`src/rtl/tick_timer.sv`:
```
// tick_timer: edge-detects a synchronized slow clock into ticks and runs a loadable down-count timer on them.
module tick_timer #(
  parameter int WIDTH      = 16,
  parameter bit BOTH_EDGES = 1'b0
) (
  input  logic             clk_in,
  input  logic             reset,
  input  logic             slow_clk,
  input  logic             start,
  input  logic             abort,
  input  logic [WIDTH-1:0] load_value,
  output logic             busy,
  output logic             done,
  output logic             tick_out,
  output logic [WIDTH-1:0] remaining
);
  typedef enum logic [1:0] {IDLE, RUN, FINISH} state_t;
  state_t state_q, state_d;
  logic s0_q, s1_q, s_prev_q, tick_out_q, tick;
  logic [WIDTH-1:0] rem_q, rem_d;
  assign tick = BOTH_EDGES ? (s1_q ^ s_prev_q) : (s1_q & ~s_prev_q);
  always_comb begin
    state_d = state_q;
    rem_d   = rem_q;
    case (state_q)
      IDLE:
        if (start) begin
          state_d = (load_value == '0) ? FINISH : RUN;
          rem_d   = load_value;
        end
      RUN:
        if (abort) begin
          state_d = IDLE;
          rem_d   = '0;
        end else if (start) begin
          state_d = (load_value == '0) ? FINISH : RUN;
          rem_d   = load_value;
        end else if (tick && rem_q != '0) begin
          state_d = (rem_q == WIDTH'(1)) ? FINISH : RUN;
          rem_d   = rem_q - WIDTH'(1);
        end
      FINISH: begin
        state_d = IDLE;
        rem_d   = '0;
      end
      default: begin
        state_d = IDLE;
        rem_d   = '0;
      end
    endcase
  end
  always_ff @(posedge clk_in or posedge reset)
    if (reset) begin
      s0_q       <= 1'b0;
      s1_q       <= 1'b0;
      s_prev_q   <= 1'b0;
      tick_out_q <= 1'b0;
      state_q    <= IDLE;
      rem_q      <= '0;
    end else begin
      s0_q       <= slow_clk;
      s1_q       <= s0_q;
      s_prev_q   <= s1_q;
      tick_out_q <= tick;
      state_q    <= state_d;
      rem_q      <= rem_d;
    end
  assign busy      = state_q == RUN;
  assign done      = state_q == FINISH;
  assign tick_out  = tick_out_q;
  assign remaining = rem_q;
endmodule
```
`config.mk`:
```
export PLATFORM = sky130hd
export DESIGN_NAME = tick_timer
export DESIGN_NICKNAME = d
export VERILOG_FILES = /design/src/rtl/tick_timer.sv
export SDC_FILE = /design/constraint.sdc
export NUM_CORES = 1
export LEC_CHECK = 0
export ABC_AREA = 1
export BUFFER_PORTS_ARGS = -buffer_cell sky130_fd_sc_hd__buf_4
export CAP_MARGIN = 20
export CORE_UTILIZATION = 50
export CTS_CLUSTER_SIZE = 20
export DETAILED_ROUTE_END_ITERATION = 7
export GPL_ROUTABILITY_DRIVEN = 0
export GPL_TIMING_DRIVEN = 0
export PLACE_DENSITY = 0.73
export SYNTH_ARGS = -nofsm -noshare
export SYNTH_HDL_FRONTEND = slang
export SYNTH_SLANG_ARGS = --single-unit
```
`constraint.sdc`:
```
create_clock -name clk_in -period 4 [get_ports clk_in]
set_input_delay 0.6 -clock clk_in [delete_from_list [all_inputs] [get_ports clk_in]]
set_output_delay 0.6 -clock clk_in [all_outputs]
set_load 0.005 [all_outputs]
```
==> impl_metrics.json, run 1 <==
{
  "cts_setup_buffers": 0,
  "yosys.area_share.simple_pct": 42.0,
  "rsz0062_at_grt": "false",
  "antenna_found_initial": 0,
  "path_cells": "inv_1 > ha_1 > nand2_1 > nor2_1 > nand2_1 > nand2_1 > nand3_1 > nand2_1 > nand2_1 > nand2_1 > inv_1",
  "slew_viol_final": 0,
  "drt-total-wl_mm": 4.55,
  "layout.nets": 342,
  "ctsResizeCount": 0,
  "cpPeakStageDelay_ps": 470,
  "die_area_um2": 3720,
  "ant_nets": 0,
  "first_pass_iters": 4,
  "crit_path_top_delay_cell": "dfrtp_1",
  "finalCritPeriodShare_pct": 44.9,
  "r2r-start": "remaining[0]",
  "finClkSkew_ps": 5.84,
  "async_flop_share_pct": 100,
  "gr-total-overflow": 0,
  "dr_total_vias": 1844,
  "clkSinkCount": 22,
  "hold_viol": 0,
  "ir_worst_vdd_uv": 369,
  "fmaxAchievable_ghz": 0.557,
  "worstSkewPairLatency_ps": 320,
  "endpoint_kind": "register",
  "critical_path_class": "register to register",
  "tightest_slew_ps": 848,
  "path_clk_slew_ps": 140,
  "ys_ff_latch": 22,
  "core_um2": 3340,
  "yosysUniqueCellTypes": 26,
  "fin_cells": 363,
  "critPathMostFrequentCell": "nand2_1",
  "synthMuxAreaShare_pct": 0,
  "synthFlopType": "dfrtp_1",
  "required_ps": 4230,
  "synth_xor_area_share_pct": 0,
  "status": "finished clean",
  "setup_tns_ps": 0,
  "viasPerCell": 5.08,
  "postCtsHoldBufs": 0,
  "drive_above_1_share_pct": 19.2,
  "final_cell_mix": "nand2_1 (83), nor2_1 (48), buf_4 (38)",
  "grt_max_degree": 23,
  "cts_tree": "done",
  "hp-class": "register to register",
  "p_leak_nw": 1.14,
  "fin_util_pct": 64.0,
  "avgRoutedWirePerCell_um": 12.5,
  "dp_hpwl_mm": 3.48,
  "relSlewSlack_pct": 43.4,
  "synth_area_um2": 1740,
  "crit_start": "remaining[0]",
  "synth_top_family_by_area": "simple AND/OR/NAND/NOR gates",
  "clockRootBuffer": "clkbuf_4",
  "die_h_um": 61.0,
  "drt-initial-drc-count": 138,
  "cp_top_family": "simple AND/OR/NAND/NOR gates",
  "final_common_cell": "nand2_1",
  "htree_levels": 1,
  "cap_violations": 0,
  "period_minus_slack_ps": 1800,
  "synth_fa_ha_area_share_pct": 2.16,
  "grt_pass1_wl_mm": 7.49,
  "antennaDiodeCount": 0,
  "max-clock-path-buffers": 2,
  "area_growth_pct": 22.7,
  "min_from": "s0_q",
  "ios": 40,
  "start_kind": "register",
  "drc": 0,
  "synth_nets": 299,
  "yosys_warnings": 0,
  "die_w_um": 61.0,
  "synth_compound_area_share_pct": 13.2,
  "dp.cells": 359,
  "setup_viol": 0,
  "cp.arrival_ps": 2030,
  "seq_area_frac_synth_pct": 31.7,
  "initial_utilization_pct": 52.1,
  "rows": 21,
  "synth_edf_count": 0,
  "io_buffers": 38,
  "syn_inst": 275,
  "avgSynthCellArea_um2": 6.32,
  "path_buf_inv": 2,
  "grt_pass1_vias": 1579,
  "power_per_cell_area_nw_per_um2": 665,
  "cts_buffers": 3,
  "critPathMaxFanout": 6,
  "grt_usage_pct": 27.3
}
==> worst reg2reg max path: stages, from the launching register on <==
cell and delay, ps:
dfrtp_1 470, inv_1 160, ha_1 300, nand2_1 110, nor2_1 270, nand2_1 100
nand2_1 70, nand3_1 60, nand2_1 60, nand2_1 40, nand2_1 50, inv_1 30
==> metrics by stage <==
| stage | hold slack [ps] | area, µm² | power, W | worst slack (ps) |
|---|---|---|---|---|
| 6_report | 364 | 2130 | 0.00142 | 2200 |
| 5_1_grt | 350 | 2130 | 0.00157 | 2010 |
| 4_1_cts | 366 | 2130 | 0.00142 | 2210 |
| 3_5_place_dp | 336 | 2080 | 0.00124 | 2250 |
| 3_3_place_gp | 334 | 2080 | 0.00123 | 2260 |
| 2_1_floorplan | 331 | 1740 | 0.000949 | 2450 |
==> layout make-up <==
class                           count  area (µm²)
Multi-Input combinational cell    210         997
Inverter                           37         139
Buffer                              6        52.6
Clock inverter                      1        30.0
Sequential cell                    22         551
Tap cell                           46        57.6
Clock buffer                        3        22.5
Timing Repair Buffer               38         285
Fill cell                         338        1200
==> where the power goes <==
part | switching [W] | internal [W]
registers | 0.000130 | 0.000305
clock network | 0.0000760 | 0.000101
logic | 0.000473 | 0.000335
total | 0.000679 | 0.000741
==> synth_stat cells, types with 2 or more instances <==
master,instances,area share (%)
a21oi_1,22,6.3
a22oi_1,2,0.86
buf_2,3,0.86
buf_6,2,1.3
dfrtp_1,22,32
ha_1,3,2.2
inv_1,37,8.0
nand2_1,83,18
nand2_4,3,1.9
nand3_1,19,5.5
nand4_1,3,1.1
nor2_1,48,10
nor2_2,2,0.72
nor2_4,3,1.9
o21ai_0,9,2.6
o21ai_1,2,0.58
o21ai_2,3,1.5
==> state kept, by name (all words and copies together) (netlist names) <==
name       flops
s0_q           1
s1_q           1
state_q        2
s_prev_q       1
remaining     16
tick_out       1
==> layer usage <==
layer | part of all wire, % | track usage, % | vias up | wire, µm
met5 | 0 | 0 | - | 0
met4 | 1.1 | 8.12 | 0 | 48
met3 | 5.4 | 2.99 | 4 | 244
met2 | 47 | 41.4 | 61 | 2120
met1 | 47 | 40.6 | 831 | 2140
li1 | - | - | 948 | -
==> kinds of logic after synthesis <==
family,after synthesis
AO/OA/AOI/OAI,41
flip-flops,22
buffers and inverters,43
AND/OR/NAND/NOR,166
adder cells (fa/ha/maj),3
==> worst paths after layout <==
| check | endpoint | slack, ps | cells after the start |
|---|---|---|---|
| min | s1_q | 360 | 0 |
| min reg2reg | s1_q | 360 | 0 |
| min in group asynchronous | s_prev_q | 430 | 2 |
| max reg2reg | remaining[12] | 2200 | 11 |
| max in group asynchronous | remaining[14] | 3050 | 2 |
| max | remaining[12] | 2200 | 11 |
No activity file was read; power rests on OpenSTA's default activity.
==> run 2, diff against run 1 <==
--- a/config.mk
+++ b/config.mk
@@ -8,12 +8,12 @@
 export ABC_AREA = 1
 export BUFFER_PORTS_ARGS = -buffer_cell sky130_fd_sc_hd__buf_4
 export CAP_MARGIN = 20
-export CORE_UTILIZATION = 50
+export CORE_UTILIZATION = 49
 export CTS_CLUSTER_SIZE = 20
 export DETAILED_ROUTE_END_ITERATION = 7
 export GPL_ROUTABILITY_DRIVEN = 0
 export GPL_TIMING_DRIVEN = 0
-export PLACE_DENSITY = 0.73
+export PLACE_DENSITY = 0.74
 export SYNTH_ARGS = -nofsm -noshare
 export SYNTH_HDL_FRONTEND = slang
 export SYNTH_SLANG_ARGS = --single-unit
==> constraint.sdc (replaced) <==
create_clock -name clk_in -period 1.6 [get_ports clk_in]
set_input_delay 0.24 -clock clk_in [delete_from_list [all_inputs] [get_ports clk_in]]
set_output_delay 0.24 -clock clk_in [all_outputs]
set_load 0.005 [all_outputs]
==> impl_metrics.json, run 2 (same netlist as run 1, synthesis figures left out) <==
{
  "worstSkewPairLatency_ps": 310,
  "required_ps": 1860,
  "dp.cells": 359,
  "drc": 0,
  "area_growth_pct": 45.7,
  "drt-total-wl_mm": 5.59,
  "cap_violations": 0,
  "critical_path_class": "register to register",
  "max-clock-path-buffers": 2,
  "start_kind": "register",
  "tightest_slew_ps": 859,
  "grt_usage_pct": 28.7,
  "fmaxAchievable_ghz": 0.628,
  "hp-class": "input port to asynchronous set/reset pin",
  "rsz0062_at_grt": "true",
  "fin_cells": 391,
  "rows": 21,
  "final_cell_mix": "nand2_1 (77), buf_4 (64), nor2_1 (34)",
  "htree_levels": 1,
  "endpoint_kind": "register",
  "cp_top_family": "simple AND/OR/NAND/NOR gates",
  "slew_viol_final": 0,
  "crit_path_top_delay_cell": "dfrtp_1",
  "path_buf_inv": 2,
  "period_minus_slack_ps": 1590,
  "ant_nets": 0,
  "holdWs_ps": 87.1,
  "viasPerCell": 5.38,
  "drt-initial-drc-count": 215,
  "relSlewSlack_pct": 42.7,
  "finalCritPeriodShare_pct": 99.5,
  "core_um2": 3360,
  "ios": 40,
  "cp.arrival_ps": 1850,
  "cpPeakStageDelay_ps": 420,
  "p_leak_nw": 1.29,
  "layout.nets": 370,
  "grt_pass1_wl_mm": 7.87,
  "antennaDiodeCount": 0,
  "path_clk_slew_ps": 130,
  "avgRoutedWirePerCell_um": 14.3,
  "hold_viol": 0,
  "path_cells": "inv_2 > ha_4 > nand2_1 > nor2_2 > nand2_1 > nand2_4 > nand2_8 > nand2_8 > clkbuf_16 > nand2_1 > nand2_1",
  "cts_buffers": 3,
  "critPathMostFrequentCell": "nand2_1",
  "fin_util_pct": 75.3,
  "die_area_um2": 3790,
  "drive_above_1_share_pct": 37.4,
  "die_h_um": 61.6,
  "clkSinkCount": 22,
  "power_per_cell_area_nw_per_um2": 1750,
  "dr_total_vias": 2102,
  "first_pass_iters": 5,
  "cts_tree": "done",
  "io_buffers": 38,
  "dp_hpwl_mm": 3.44,
  "clockRootBuffer": "clkbuf_4",
  "setup_viol": 0,
  "initial_utilization_pct": 51.7,
  "gr-total-overflow": 0,
  "final_common_cell": "nand2_1",
  "critPathMaxFanout": 8,
  "die_w_um": 61.6,
  "ir_worst_vdd_uv": 967,
  "antenna_found_initial": 0,
  "grt_max_degree": 23,
  "largest_register_ffs": 16,
  "finClkSkew_ps": 4.71,
  "power_w": 0.00444,
  "status": "finished clean",
  "grt_pass1_vias": 1688
}
-- run 2: cell count changes in the layout (fill, tap and decap cells not counted), sizes merged --
| cell | delta |
|---|---|
| clkbuf | +1 |
| buf | +26 |
| dlygate4sd3 | +1 |
| clkinvlp | +1 |
| inv | -1 |
-- run 2: path summary, 6_finish.rpt --
path                       slack [ps]     startpoint  cells past startpoint       endpoint
max                                 8   remaining[0]                     11   remaining[8]
min reg2reg                       370           s0_q                      0           s1_q
min in group clk_in               200  load_value[1]                      3   remaining[1]
max reg2reg                         8   remaining[0]                     11   remaining[8]
min                                90          reset                      2   remaining[1]
max in group asynchronous         930          reset                      2  remaining[12]
-- run 2: timing repair --
action | CTS | global route
resized for setup | 8 | 50
endpoints found under the setup margin | 18 | 18
cloned | 0 | 2
pin swaps | 0 | 17
setup buffers | 6 | 19
endpoints found under the hold margin | 0 | 1
hold buffers | 0 | 1
-- run 2: per-layer routing --
metal / global-route usage (%) / share of wire (%)
met5: 0 / 0
met3: 4.83 / 9.1
met2: 45.6 / 49
met4: 6.98 / 1.8
met1: 40.6 / 40
-- run 2: cell type report --
| type | count | area (µm²) |
|---|---|---|
| Sequential cell | 22 | 564 |
| Inverter | 37 | 143 |
| Clock inverter | 1 | 30.0 |
| Fill cell | 286 | 830 |
| Multi-Input combinational cell | 210 | 1140 |
| Clock buffer | 3 | 22.5 |
| Tap cell | 46 | 57.6 |
| Timing Repair Buffer | 66 | 515 |
| Buffer | 6 | 56.3 |
-- run 2: through the flow --
step	setup TNS, ps	setup WS [ps]	instance area, µm²
floorplan	0	102	1740
global placement	-815	-115	2080
detailed placement	-974	-142	2080
CTS	0	3.62	2200
global route	-647	-66.2	2530
finish	0	7.56	2530
-- run 2: where the power goes --
| group | total [W] | internal, W | leakage, nW | switching, W |
|---|---|---|---|---|
| combinational | 0.00289 | 0.00129 | 1.00 | 0.00160 |
| clock | 0.000434 | 0.000253 | 0.0279 | 0.000181 |
| sequential | 0.00111 | 0.000787 | 0.259 | 0.000324 |
| total | 0.00444 | 0.00233 | 1.29 | 0.00211 |
-- run 2: worst reg2reg max path, delay by kind of cell (launching register included) --
kind | cells | cell delay, ps
DFF | 1 | 420
and+or+nand+nor | 8 | 680
buffers and inverters | 2 | 290
adders and majority gates | 1 | 140
==> run 3, diff against run 2 <==
==> constraint.sdc (replaced) <==
create_clock -name clk_in -period 1.6 [get_ports clk_in]
set_input_delay 0 -clock clk_in [delete_from_list [all_inputs] [get_ports clk_in]]
set_output_delay 0 -clock clk_in [all_outputs]
set_load 0.005 [all_outputs]
==> impl_metrics.json, run 3 (same netlist as run 1, synthesis figures left out) <==
{
  "endpoint_kind": "register",
  "htree_levels": 1,
  "finalCritPeriodShare_pct": 99.8,
  "final_common_cell": "nand2_1",
  "area_growth_pct": 48.6,
  "final_area_um2": 2580,
  "reg2reg_depth": 10,
  "slew_viol_final": 0,
  "power_per_cell_area_nw_per_um2": 1720,
  "r2r-end": "remaining[14]",
  "die_w_um": 61.6,
  "drive_above_1_share_pct": 36.9,
  "rsz0062_at_grt": "true",
  "final_cell_mix": "nand2_1 (77), buf_4 (64), nor2_1 (34)",
  "critical_path_class": "register to register",
  "ir_worst_vdd_uv": 967,
  "largest_register_ffs": 16,
  "final.setup.worst_slack_ps": 3.06,
  "tightest_slew_ps": 856,
  "fmaxAchievable_ghz": 0.626,
  "r2r-start": "remaining[0]",
  "holdWs_ps": 35.7,
  "antennaDiodeCount": 0,
  "power_w": 0.00445,
  "r2r_slack_ps": 3,
  "gr-total-overflow": 0,
  "relSlewSlack_pct": 42.9,
  "clkSinkCount": 22,
  "path_clk_slew_ps": 130,
  "cp.arrival_ps": 1810,
  "hold_depth": 5,
  "min_from": "load_value[4]",
  "rows": 21,
  "antenna_found_initial": 0,
  "worstSkewPairLatency_ps": 310,
  "setup_viol": 0,
  "dr_total_vias": 2112,
  "cts_tree": "done",
  "p_leak_nw": 1.31,
  "core_um2": 3360,
  "dp_slack_ps": -142,
  "holdPathEnd": "remaining[4]",
  "max-clock-path-buffers": 2,
  "clockRootBuffer": "clkbuf_4",
  "viasPerCell": 5.33,
  "drc": 0,
  "drt-initial-drc-count": 176,
  "hold_viol": 0,
  "ant_nets": 0,
  "layout.nets": 375,
  "die_area_um2": 3790,
  "cts_buffers": 3,
  "io_buffers": 38,
  "critPathMaxFanout": 5,
  "period_minus_slack_ps": 1600,
  "finClkSkew_ps": 2.59,
  "first_pass_iters": 6,
  "start_kind": "register",
  "status": "finished clean",
  "avgRoutedWirePerCell_um": 14.2,
  "grt_max_degree": 23,
  "dp_hpwl_mm": 3.44,
  "hp-class": "input port to register",
  "initial_utilization_pct": 51.7,
  "required_ps": 1820,
  "drt-total-wl_mm": 5.61,
  "grt_pass1_vias": 1709,
  "ios": 40,
  "cap_violations": 0,
  "die_h_um": 61.6,
  "grt_usage_pct": 29.0,
  "placed_area_um2": 2080,
  "grt_pass1_wl_mm": 7.94
}
## run 3: worst max path at each step
stage	slack, ps	end	start	cells past startpoint
floorplan	100	remaining[12]	remaining[0]	11
global placement	-120	remaining[12]	remaining[0]	11
detailed placement	-140	remaining[12]	remaining[0]	11
CTS	4	remaining[3]	remaining[4]	10
global route	-70	remaining[1]	remaining[1]	11
finish	3	remaining[14]	remaining[0]	10
## run 3: layout make-up
type | instances | area (µm²)
Fill cell | 278 | 779
Buffer | 6 | 56.3
Clock inverter | 1 | 30.0
Clock buffer | 3 | 22.5
Tap cell | 46 | 57.6
Inverter | 37 | 143
Sequential cell | 22 | 564
Timing Repair Buffer | 71 | 566
Multi-Input combinational cell | 210 | 1140
## run 3: power by group
group | internal [W] | total [W] | leakage, nW | switching, W
Clock | 0.000253 | 0.000433 | 0.0279 | 0.000180
Combinational | 0.00130 | 0.00290 | 1.02 | 0.00161
Sequential | 0.000787 | 0.00111 | 0.259 | 0.000323
Total | 0.00234 | 0.00445 | 1.31 | 0.00211
## run 3: through the flow
| stage | cells | TNS, ps | utilization (%) |
|---|---|---|---|
| after floorplan | 275 | 0 | - |
| after global placement | 359 | -815 | 61.9 |
| after detailed placement | 359 | -974 | 61.9 |
| after CTS | 375 | 0 | 67.1 |
| after global routing | 396 | -648 | 76.8 |
| final | 396 | 0 | 76.8 |
## run 3: critical path: stages, from the launching register on
cell     delay (ps)
dfrtp_1         420
inv_2           130
ha_4            130
nand2_1          70
nor2_2          100
nand2_1          90
nand2_4         140
nand2_8          80
buf_4           140
a21oi_1         130
a21oi_1          60
## run 3: timing repair
action / CTS / global route
hold endpoints to repair: 27 / 0
pin swaps: 0 / 17
gates cloned: 0 / 2
resized for setup: 8 / 50
setup buffers: 6 / 19
hold buffers: 6 / 0
setup endpoints to repair: 18 / 18
## run 3: per-layer routing
| metal | GRT usage, % | vias to the layer above | wire (µm) |
|---|---|---|---|
| met5 | 0 | - | 0 |
| met4 | 6.98 | 0 | 102 |
| met3 | 4.83 | 14 | 533 |
| met2 | 46.5 | 123 | 2740 |
| met1 | 40.6 | 956 | 2230 |
| li1 | - | 1019 | - |
